File: config.mk
export PLATFORM = sky130hd
export DESIGN_NAME = cpu_write_filter
export DESIGN_NICKNAME = d
export VERILOG_FILES = /design/src/rtl/cpu_write_filter.sv
export SDC_FILE = /design/constraint.sdc
export NUM_CORES = 1
export LEC_CHECK = 0
export CAP_MARGIN = 20
export CORE_ASPECT_RATIO = 0.9
export CORE_MARGIN = 2
export CORE_UTILIZATION = 30
export CTS_CLUSTER_DIAMETER = 60
export DETAILED_ROUTE_END_ITERATION = 8
export PLACE_DENSITY = 0.65
export SYNTH_ARGS = -nofsm -noshare
export SYNTH_HDL_FRONTEND = slang
export SYNTH_SLANG_ARGS = --single-unit
File: constraint.sdc
create_clock -name m2 -period 2.3 [get_ports m2]
set_input_delay 0.46 -clock m2 [delete_from_list [all_inputs] [get_ports m2]]
set_output_delay 0.46 -clock m2 [all_outputs]
set_load 0.05 [all_outputs]
File: src/rtl/cpu_write_filter.sv
// CPU register-write front end: decodes bus writes into a one-cycle strobe with held address/data.
// Latency: a write sampled on m2 falling edge N is presented from edge N until edge N+1.
// Backpressure: none; writes arriving in the power-on guard or as RMW repeats are discarded.
module cpu_write_filter #(
    parameter logic [14:0] ADDR_MASK    = 15'h6100,
    parameter logic [14:0] ADDR_VALUE   = 15'h4100,
    parameter logic        ROMSEL_VALUE = 1'b1,
    parameter int          GUARD_CYCLES = 16,
    parameter logic        FILTER_RMW   = 1'b1
) (
    input  logic        m2,
    input  logic        reset,
    input  logic        romsel,
    input  logic        cpu_rw_in,
    input  logic [14:0] cpu_addr_in,
    input  logic [7:0]  cpu_data_in,
    output logic        wr_strobe,
    output logic [14:0] wr_addr,
    output logic [7:0]  wr_data,
    output logic        ready,
    output logic [7:0]  drop_count
);

    typedef enum logic {
        ST_GUARD = 1'b0,
        ST_RUN   = 1'b1
    } state_t;

    // A zero-length guard means the block comes out of reset already running.
    localparam logic [7:0] GUARD_INIT  = 8'(GUARD_CYCLES);
    localparam state_t     RESET_STATE = (GUARD_CYCLES == 0) ? ST_RUN : ST_GUARD;

    state_t      state_q;
    state_t      state_d;
    logic [7:0]  guard_cnt_q;
    logic [7:0]  guard_cnt_d;
    logic        prev_match_q;
    logic        match;
    logic        accept;
    logic        drop;

    // Bus decode: a write cycle with the right /ROMSEL level inside the address window.
    always_comb begin
        match = (cpu_rw_in == 1'b0)
             && (romsel == ROMSEL_VALUE)
             && ((cpu_addr_in & ADDR_MASK) == ADDR_VALUE);
    end

    // Guard/run sequencing and the accept/drop decision for the current edge.
    always_comb begin
        state_d     = state_q;
        guard_cnt_d = guard_cnt_q;
        accept      = 1'b0;
        drop        = 1'b0;
        case (state_q)
            ST_GUARD: begin
                // Matches are ignored here, including on the edge the count hits zero.
                if (guard_cnt_q <= 8'd1) begin
                    guard_cnt_d = 8'd0;
                    state_d     = ST_RUN;
                end else begin
                    guard_cnt_d = guard_cnt_q - 8'd1;
                end
            end
            ST_RUN: begin
                if (match) begin
                    // The second and later writes of a consecutive run are RMW echoes.
                    if (FILTER_RMW && prev_match_q) begin
                        drop = 1'b1;
                    end else begin
                        accept = 1'b1;
                    end
                end
            end
            default: begin
                state_d     = RESET_STATE;
                guard_cnt_d = GUARD_INIT;
            end
        endcase
    end

    // State register; reset restarts the guard period.
    always_ff @(negedge m2 or posedge reset) begin
        if (reset) begin
            state_q     <= RESET_STATE;
            guard_cnt_q <= GUARD_INIT;
        end else begin
            state_q     <= state_d;
            guard_cnt_q <= guard_cnt_d;
        end
    end

    // Registered outputs: strobe, held address/data, match history and saturating drop count.
    always_ff @(negedge m2 or posedge reset) begin
        if (reset) begin
            prev_match_q <= 1'b0;
            wr_strobe    <= 1'b0;
            wr_addr      <= 15'd0;
            wr_data      <= 8'd0;
            drop_count   <= 8'd0;
        end else begin
            prev_match_q <= match;
            wr_strobe    <= accept;
            if (accept) begin
                wr_addr <= cpu_addr_in;
                wr_data <= cpu_data_in;
            end
            if (drop && (drop_count != 8'hFF)) begin
                drop_count <= drop_count + 8'd1;
            end
        end
    end

    // Ready is a decode of the state register, so it carries no path from the bus.
    assign ready = (state_q == ST_RUN);

endmodule

* Word-level counts from Yosys, hierarchy flattened
Cells that the tools add are included.
** Cells by class
- Eq/ne operators :: 2
- Mux-type cells :: 9
- $lt $le $gt $ge :: 1
- Bitwise gates (word level) :: 1
- Add/sub/neg operators :: 2
- Reductions and logical operators :: 3
** Operators with widths (count)
- $add 8x1->8 const B :: 1
- $le 8x1->1 const B :: 1
- $mux 1 :: 8
- $mux 8 :: 1
- $ne 8x8->1 const B :: 1
- $sub 8x1->8 const B :: 1
- $eq 3x3->1 const B :: 1
- $logic_and 1x1->1 :: 3
- $not 1->1 :: 1
** Storage, ports and cells
- Logic and storage cells :: 25
- Input port bits :: 27
- Output and inout port bits :: 33
- Register bits after elaboration :: 42

* Depth between registers and ports, before layout
Gate-level depths: netlist of the first run.
- Word-level depth :: 6
- Mapped depth :: 6
- Gate-level depth less buffers :: 6

==> results.sh, run 1 <==
export IMPL_track_usage_pct=13.9
export IMPL_crit_fanout=6
export IMPL_hp_class="flip-flop to flip-flop"
export IMPL_syn_area_um2=1800
export IMPL_clock_root_buffer="clkbuf_8"
export IMPL_synth_seq_area_share_pct=58.5
export IMPL_cts_tree="done"
export IMPL_rows=26
export IMPL_use_met3_pct=3.51
export IMPL_fill_cells=457
export IMPL_final_nets=266
export IMPL_fin_ws_ns=-0.406
export IMPL_multi_input_area_um2=856
export IMPL_cp_cell_sequence="buf_6 > nand2b_4 > nor3_4 > and3b_2 > buf_6 > buf_12 > mux2_4"
export IMPL_synth_top_cell_by_area="dfrtn_1"
export IMPL_htree_levels=2
export IMPL_cpMostUsedCell="buf_6"
export IMPL_clockBufferDepth=2
export IMPL_seqPwrFrac_pct=39.1
export IMPL_core_area_um2=5730
export IMPL_p_switching_w=0.000809
export IMPL_initialDrtViolationCount=55
export IMPL_die_area_um2=6630
export IMPL_p_comb_share_pct=41.1
export IMPL_via_count=1406
export IMPL_slew_headroom_pct=59.9
export IMPL_gp_congestion=0.794
export IMPL_setup_viol=65
export IMPL_drive_gt1_share_pct=54.9
export IMPL_antenna_left=0
export IMPL_critPathRequiredTime_ns=1.29
export IMPL_stdcell_area_um2=3410
export IMPL_final_common_cell="dfrtn_1"
export IMPL_p_int_w=0.00161
export IMPL_status="complete, but fails checks"
export IMPL_grt_max_degree=18
export IMPL_hp_start="guard_cnt_q[0]$_DFFE_NP0N_"
export IMPL_worstReg2RegStart="drop_count[0]$_DFFE_NP0P_"
export IMPL_crit_type="input pin to flip-flop"
export IMPL_die_h_um=77.4
export IMPL_post_drt_wl_per_cell_um=14.6
export IMPL_rsz0062_at_grt="yes"
export IMPL_synth_nets=165
export IMPL_grt_pass1_vias=1472
export IMPL_switching_share_pct=33.5
export IMPL_firstDrtPassIters=4
export IMPL_holdWs_ns=0.454
export IMPL_synth_cells=135
export IMPL_wl_mm=4.48
export IMPL_place_port_buffers=59
export IMPL_clk_pin_slew_ns=0.06
export IMPL_power_density_nw_per_um2=708
export IMPL_synth_area_leaders="dfrtn_1 57%, mux2_2 8.8%, mux2_1 5.6%, ha_1 2.1%, buf_6 1.9%"
export IMPL_drc=0
export IMPL_peakVddDrop_mv=0.437
export IMPL_area_growth_pct=89.7
export IMPL_numCtsBuffers=5
export IMPL_synth_seq_cells=42
export IMPL_slowest_delay_ns=0.30
export IMPL_worst_setup_path_start_kind="input pin"
export IMPL_initial_core_util_pct=31.4
export IMPL_clock_power_share_pct=19.8
export IMPL_critPathCaptureType="flip-flop"
export IMPL_cap_violations=0
export IMPL_top_usage_layer="met2"
export IMPL_finalNonFillerCells=307
export IMPL_antenna_cells=0
export IMPL_placed_area_um2=2980
export IMPL_avgSynthCellArea_um2=13.3
export IMPL_skew_ns=0.0555
export IMPL_p_leak_nw=1.58
export IMPL_fp_dieW_um=85.6
export IMPL_total_power_w=0.00241
export IMPL_drv_slew=0
export IMPL_cp_arrival_ns=1.69
export IMPL_ios=60
export IMPL_use_met2_pct=22.5
export IMPL_final_seq_area_um2=1050
export IMPL_cp_slowest_cell="mux2_4"
export IMPL_grt_antenna_before_repair=0
export IMPL_failed_checks="setup timing"
export IMPL_hold_viol=0
export IMPL_insertion_delay_ns=0.34
export IMPL_use_met1_pct=19.0
export IMPL_yosysTopAreaCellShare_pct=57.1
export IMPL_grt_pass1_wl_mm=7.33
export IMPL_place_ws_ns=-1.05
export IMPL_tightest_slew_ns=0.600
export IMPL_mostFrequentLayoutCells="41 x dfrtn_1, 38 x buf_12, 27 x buf_4"
export IMPL_yosys_warnings=0
export IMPL_synth_distinct_cells=34
export IMPL_via_per_inst=4.58
export IMPL_dpl_hpwl_mm=2.82
export IMPL_critPathLaunch="cpu_addr_in[13]"
export IMPL_cts_num_sinks=42
export IMPL_grt_overflow=0
export IMPL_dpl_cell_count=275
[worst max-delay path: cells and delay by family]
family,cells,cell delay (ns)
mux,1,0.30
simple gates,3,0.59
buf+inv,3,0.34
[flip-flops by register name (all words and copies together) (netlist names)]
| name | flops |
|---|---|
| drop_count | 8 |
| guard_cnt_q | 8 |
| ready | 1 |
| wr_strobe | 1 |
| wr_addr | 15 |
| wr_data | 8 |
| prev_match_q | 1 |
[metrics by stage]
step                setup TNS [ns]  util, %
finish                      -16.86     59.6
global route                -18.88     59.6
CTS                         -16.68     59.0
detailed placement          -30.20     52.0
global placement            -29.52     52.0
floorplan                   -13.59        -
[synth_stat cells]
| master | instances |
|---|---|
| mux2_2 | 14 |
| nor2b_1 | 2 |
| dfrtn_1 | 41 |
| nor4_4 | 1 |
| ha_1 | 3 |
| nor3_4 | 1 |
| o21ai_2 | 1 |
| inv_1 | 5 |
| or3_1 | 3 |
| buf_2 | 1 |
| a21o_1 | 1 |
| nor3_2 | 2 |
| buf_6 | 3 |
| o31ai_1 | 2 |
| nand2_1 | 6 |
| nor2_1 | 5 |
| or2_2 | 3 |
| o21ai_0 | 5 |
| a31oi_1 | 1 |
| mux2_1 | 9 |
| nand4_1 | 3 |
| nand3_1 | 3 |
| xnor2_1 | 3 |
| dfstp_2 | 1 |
| nand2b_1 | 1 |
| or4_4 | 2 |
| and4b_1 | 1 |
| xor2_1 | 3 |
| a21oi_1 | 2 |
| and3_1 | 1 |
| nor3b_1 | 1 |
| nor4_1 | 2 |
| and3b_1 | 1 |
| nor3_1 | 2 |
[cell type report]
cell class / instances / share of cell area (%)
repair buffers: 98 / 38.3
flip-flops and latches: 42 / 30.9
multi-input cells: 84 / 25.1
well taps: 70 / 2.57
clock buffers: 5 / 2.02
clock inverters: 4 / 0.624
inverters: 4 / 0.550
[repair_timing]
action / 4_1_cts / 5_1_grt
resized for setup: 54 / 8
cloned: 3 / 0
endpoints found under the setup margin: 65 / 65
hold buffers: 0 / 0
pin swaps: 10 / 8
buffers inserted: 14 / 11
hold endpoints to repair: 0 / 0
[power by group through the flow]
stage | clock, W | sequential, W | combinational, W
after floorplan | 0.00000544 | 0.00122 | 0.000119
after global placement | 0.00000544 | 0.000953 | 0.000900
after detailed placement | 0.00000544 | 0.000955 | 0.000906
after CTS | 0.000494 | 0.000944 | 0.000982
after global routing | 0.000530 | 0.000957 | 0.00103
final | 0.000478 | 0.000944 | 0.000993
[worst paths after layout]
check | endpoint | slack, ns | cells past startpoint
setup / recovery | wr_data[2]$_DFFE_NP0P_ | -0.41 | 7
hold / removal | guard_cnt_q[0]$_DFFE_NP0N_ | 0.45 | 1
setup reg to reg | drop_count[0]$_DFFE_NP0P_ | 0.17 | 8
hold reg to reg | guard_cnt_q[0]$_DFFE_NP0N_ | 0.45 | 1
max in group asynchronous | wr_data[5]$_DFFE_NP0P_ | 0.48 | 3
min in group asynchronous | wr_addr[6]$_DFFE_NP0P_ | 1.63 | 3
[cell families after synthesis]
family	count (synthesis)	share of synthesized area [%]
buffers and inverters	9	3.20
flip-flops	42	58.5
multiplexers	23	14.4
AO/OA/AOI/OAI	12	4.04
adder cells (fa/ha/maj)	3	2.09
AND/OR/NAND/NOR	40	14.8
XOR/XNOR	6	2.92
[routing by layer]
layer,share of wire (%),vias up
li1,-,675
met1,45,695
met2,50,32
met3,4.2,4
met4,0.89,0
met5,0,-
No activity file was read; power rests on OpenSTA's default activity.
==> run 2, diff against run 1 <==
Settings changed: PLACE_DENSITY 0.65 to not set.
==> results.sh, run 2 (same netlist as run 1, synthesis figures left out) <==
export IMPL_largest_reg_flops=15
export IMPL_core_area_um2=5730
export IMPL_switching_share_pct=33.7
export IMPL_grt_max_degree=18
export IMPL_track_usage_pct=14.6
export IMPL_p_int_w=0.00157
export IMPL_hp_class="flip-flop to flip-flop"
export IMPL_die_h_um=77.4
export IMPL_wl_mm=4.44
export IMPL_drive_gt1_share_pct=51.3
export IMPL_post_drt_wl_per_cell_um=15.0
export IMPL_slew_headroom_pct=63.2
export IMPL_place_ws_ns=-1.05
export IMPL_cp_arrival_ns=1.71
export IMPL_drv_slew=0
export IMPL_clock_root_buffer="clkbuf_8"
export IMPL_final_nets=255
export IMPL_initialDrtViolationCount=32
export IMPL_setup_tns_ns=-17.34
export IMPL_numCtsBuffers=5
export IMPL_seqPwrFrac_pct=39.8
export IMPL_grt_pass1_wl_mm=7.29
export IMPL_hold_end="guard_cnt_q[0]$_DFFE_NP0N_"
export IMPL_clk_pin_slew_ns=0.06
export IMPL_antenna_left=0
export IMPL_worst_setup_path_start_kind="input pin"
export IMPL_p_switching_w=0.000798
export IMPL_rsz0062_at_grt="yes"
export IMPL_r2r_end="drop_count[1]$_DFFE_NP0P_"
export IMPL_antenna_cells=0
export IMPL_p_leak_nw=1.50
export IMPL_place_port_buffers=59
export IMPL_dpl_hpwl_mm=2.98
export IMPL_fin_ws_ns=-0.409
export IMPL_holdWs_ns=0.454
export IMPL_final_common_cell="dfrtn_1"
export IMPL_crit_fanout=6
export IMPL_cts_num_sinks=42
export IMPL_gp_congestion=0.777
export IMPL_worstReg2RegStart="drop_count[0]$_DFFE_NP0P_"
export IMPL_top_register="wr_addr"
export IMPL_r2r_slack_ns=0.20
export IMPL_die_area_um2=6630
export IMPL_via_count=1372
export IMPL_crit_type="input pin to flip-flop"
export IMPL_dpl_cell_count=276
export IMPL_via_per_inst=4.64
export IMPL_final_seq_area_um2=1050
export IMPL_multi_input_area_um2=835
export IMPL_peakVddDrop_mv=0.668
export IMPL_htree_levels=2
export IMPL_drc=0
export IMPL_insertion_delay_ns=0.35
export IMPL_clockBufferDepth=2
export IMPL_critPathRequiredTime_ns=1.30
export IMPL_critPathCaptureType="flip-flop"
export IMPL_failed_checks="setup timing"
export IMPL_rr_worst_depth=6
export IMPL_fill_cells=473
export IMPL_mostFrequentLayoutCells="41 x dfrtn_1, 37 x buf_12, 21 x clkdlybuf4s50_1"
export IMPL_grt_pass1_vias=1428
export IMPL_tightest_slew_ns=0.550
export IMPL_ios=60
export IMPL_finalNonFillerCells=296
export IMPL_rows=26
export IMPL_hold_viol=0
export IMPL_hp_start="guard_cnt_q[0]$_DFFE_NP0N_"
export IMPL_firstDrtPassIters=4
export IMPL_skew_ns=0.0571
export IMPL_grt_overflow=0
export IMPL_total_power_w=0.00237
export IMPL_status="complete, but fails checks"
export IMPL_p_comb_share_pct=40.3
export IMPL_setup_viol=65
export IMPL_initial_core_util_pct=31.4
export IMPL_cts_tree="done"
export IMPL_area_growth_pct=82.3
export IMPL_clock_power_share_pct=19.9
export IMPL_cap_violations=0
export IMPL_grt_antenna_before_repair=0
export IMPL_fp_dieW_um=85.6
export IMPL_hold_path_depth=1
export IMPL_power_density_nw_per_um2=723
run 2: what timing repair did:
| action | 4_1_cts | 5_1_grt |
|---|---|---|
| resized for setup | 32 | 20 |
| hold buffers | 0 | 0 |
| cloned | 3 | 0 |
| pin swaps | 7 | 7 |
| setup endpoints to repair | 65 | 65 |
| setup buffers | 11 | 3 |
run 2: per-layer routing:
metal,up-vias,share of wire (%),GRT usage (%)
li1,650,-,-
met1,665,49,21.2
met2,55,43,19.4
met3,2,7.3,6.28
met4,0,0.54,4.29
met5,-,0,0
run 2: through the flow:
stage / instance area [um2] / util [%]
floorplan: 1870 / -
global placement: 2990 / 52.2
detailed placement: 2990 / 52.2
CTS: 3280 / 57.4
global route: 3280 / 57.2
finish: 3280 / 57.2
run 2: cell type report:
class / instances / area share [%]
tap: 70 / 2.67
clock inverter: 4 / 0.611
timing repair buffer: 87 / 36.5
clock buffer: 5 / 2.10
sequential: 42 / 32.1
multi-input combinational: 84 / 25.5
inverter: 4 / 0.573
run 2: worst max-delay path by stage:
stage,endpoint,startpoint,cells after the start
6_report,wr_addr[6]$_DFFE_NP0P_,cpu_addr_in[13],7
5_1_grt,wr_addr[6]$_DFFE_NP0P_,cpu_addr_in[13],7
4_1_cts,wr_addr[6]$_DFFE_NP0P_,cpu_addr_in[13],8
3_5_place_dp,wr_data[5]$_DFFE_NP0P_,cpu_addr_in[8],6
3_3_place_gp,wr_addr[3]$_DFFE_NP0P_,cpu_addr_in[8],6
2_1_floorplan,wr_addr[0]$_DFFE_NP0P_,cpu_addr_in[13],6
run 2: worst max-delay path, cell delays in order:
cell      delay, ns
buf_6          0.09
nand2b_4       0.14
nor3_4         0.18
and3b_2        0.28
buf_6          0.14
buf_12         0.12
mux2_4         0.29
run 2: power groups by stage:
stage / sequential, W / clock [W] / combinational, W
2_1_floorplan: 0.00122 / 0.00000544 / 0.000119
3_3_place_gp: 0.000954 / 0.00000544 / 0.000904
3_5_place_dp: 0.000954 / 0.00000544 / 0.000910
4_1_cts: 0.000940 / 0.000491 / 0.000940
5_1_grt: 0.000954 / 0.000529 / 0.000983
6_report: 0.000942 / 0.000472 / 0.000954
==> variant: new RTL, settings of run 2 <==
Set the parameter `FILTER_RMW` to 1'b0 (it was 1'b1).
--- a/src/rtl/cpu_write_filter.sv
+++ b/src/rtl/cpu_write_filter.sv
@@ -7,5 +7,5 @@
     parameter logic        ROMSEL_VALUE = 1'b1,
     parameter int          GUARD_CYCLES = 16,
-    parameter logic        FILTER_RMW   = 1'b1
+    parameter logic        FILTER_RMW   = 1'b0
 ) (
     input  logic        m2,
Function: same outputs for any inputs over 10 cycles, from zero or initial values and one cycle with reset high; that may be too few to reach the edited logic, so the function may still have changed.
==> variant against run 2 <==
  * The run still ends with setup timing left
  * Power is 7.5% lower
  * Wire length is 15% lower
  * Final area is 20% lower
  * Area after synthesis is 21% lower
  * Clock power is 8.5% lower
  * First-iteration DRC count grew to 3.3 times the old value
  * Sequential cell count is 9 lower
  * Setup slack better by 93 ps
  * Sequential share of layout area is 0.58 points lower
==> variant: results (changes against run 2) <==
| Metric | Value |
|---|---|
| Tot GR Track Use | 15.53% (+0.97 points) |
| Later-pin clock latency in the skew report | 330 ps (-20 ps) |
| Dpl cells | 222 (-20%) |
| Failing checks | setup timing |
| Sequential-to-total area share from yosys stat | 58.19% (-0.34 points) |
| FF-to-FF path depth | 4 (-2) |
| Syn. warnings | 0 (unchanged) |
| Max VDD drop | 301.0 uV (-55%) |
| Vias per cell | 4.413 (-4.8%) |
| Leakage power | 0.001191 uW (-20%) |
| Fill cells | 362 (-23%) |
| Hold Path Stages | 2 (+1) |
| Vias in the first global route | 1201 (-16%) |
| Sum of negative setup slack | -11280 ps (+6060 ps) |
| Layout cells sized above 1 | 46.11% (-5.2 points) |
| Port bufs | 51 (-14%) |
| Hpwl dp | 2459 um (-18%) |
| Crit path DAT | 1590 ps (-120 ps) |
| Initial DRC count | 106 (+230%) |
| First-pass GRT wire length | 6444 um (-12%) |
| FF-to-FF setup slack | 500 ps (+300 ps) |
| Clk buf depth | 2 (unchanged) |
| Synth unique cells | 23 (-32%) |
| Fin worst setup slack | -316.0 ps (+92.76 ps) |
| Status | complete, but fails checks |
| R2R Path Start | ready |
| Worst Hold Slack | 476.7 ps (+22.97 ps) |
| Dominant cells by area after synthesis | dfrtn_1 56%, mux2_2 16%, buf_4 4.2%, o31ai_1 2.6%, or2_2 2.2% |
| Routed len/inst | 15.51 um (+3.4%) |
| Final clock skew | 50.88 ps (-6.215 ps) |
| Routed wire length | 3753 um (-15%) |
| Worst R2R End | guard_cnt_q[5] |
| Nets | 209 (-18%) |
| HP Start | guard_cnt_q[1] |
| Final Wtd Congestion | 0.7381 (-5.0%) |
| Endpoints failing setup | 47 (-28%) |
| Least-Margin Pin Slew | 493.0 ps (-57.12 ps) |
| Synth Area per Inst | 13.16 um^2 (-1.2%) |
| Largest net degree at the start of global routing | 15 (-3) |
| Clock transition at the registers of the reported paths | 50 ps |
| Synth cell count leaders | 32 x dfrtn_1, 20 x mux2_2, 8 x buf_4 |
| WHS Endpoint | guard_cnt_q[1] |
-- variant: cell types whose count changed after synthesis, moves of 4 or more --
cell,delta
or4_1,+4
dfrtn_1,-9
mux2_1,-9
nand2_1,-4
buf_4,+8
mux2_2,+6
-- variant: how the worst max path moves through the flow --
stage | startpoint | to | slack (ps) | depth (start not counted)
3_3_place_gp | cpu_rw_in | wr_addr[0] | -860 | 5
6_report | cpu_rw_in | wr_addr[6] | -320 | 6
5_1_grt | cpu_rw_in | wr_data[3] | -380 | 6
4_1_cts | cpu_rw_in | wr_addr[6] | -420 | 7
3_5_place_dp | cpu_addr_in[14] | wr_addr[1] | -890 | 5
2_1_floorplan | cpu_rw_in | wr_addr[0] | -500 | 4
-- variant: cell type report --
| type | instances | share of cell area [%] |
|---|---|---|
| repair buffers | 70 | 38.45 |
| flip-flops and latches | 33 | 31.54 |
| multi-input cells | 65 | 23.04 |
| clock buffers | 7 | 3.292 |
| well taps | 62 | 2.958 |
| inverters | 4 | 0.5725 |
| clock inverters | 1 | 0.1431 |
-- variant: metal layers --
metal / vias to the layer above / track usage [%] / share of wire [%]
met5: - / 0 / 0
met4: 0 / 3.232 / 0
met3: 0 / 6.510 / 6.8
met2: 43 / 25.47 / 52
met1: 523 / 19.24 / 42
li1: 502 / - / -
-- variant: power breakdown --
group	switching, uW	internal, uW
logic	452	529
registers	98.8	679
clock network	192	239
-- variant: cell families (layout without fill, tap and decap cells) --
| group | count (synthesis) | after routing | synth area share [%] |
|---|---|---|---|
| compound gates | 12 | 12 | 5.457 |
| xor+xnor | 2 | 2 | 1.233 |
| fa+ha+maj | 2 | 2 | 1.760 |
| buf+inv | 17 | 82 | 7.394 |
| flops | 33 | 33 | 58.19 |
| mux | 20 | 20 | 15.85 |
| other cells | 1 | 8 | 0.2638 |
| simple gates | 21 | 21 | 9.860 |
-- variant: worst max-delay path: cells and delay by family --
kind / cells / cell delay [ps]
muxes: 1 / 290
and+or+nand+nor: 2 / 440
buffers and inverters: 3 / 390
-- variant: through the flow --
step | worst slack, ps | area [um^2]
after CTS | -420.6 | 2649
after detailed placement | -886.6 | 2296
after global routing | -378.3 | 2623
after floorplan | -500.8 | 1474
after global placement | -861.1 | 2296
final | -316.0 | 2623
-- variant: timing repair --
| action | 4_1_cts | 5_1_grt |
|---|---|---|
| hold buffers | 0 | 0 |
| setup buffers | 10 | 3 |
| setup endpoints to repair | 49 | 49 |
| gates cloned | 3 | 0 |
| pin swaps | 2 | 1 |
| gates resized for setup | 46 | 3 |
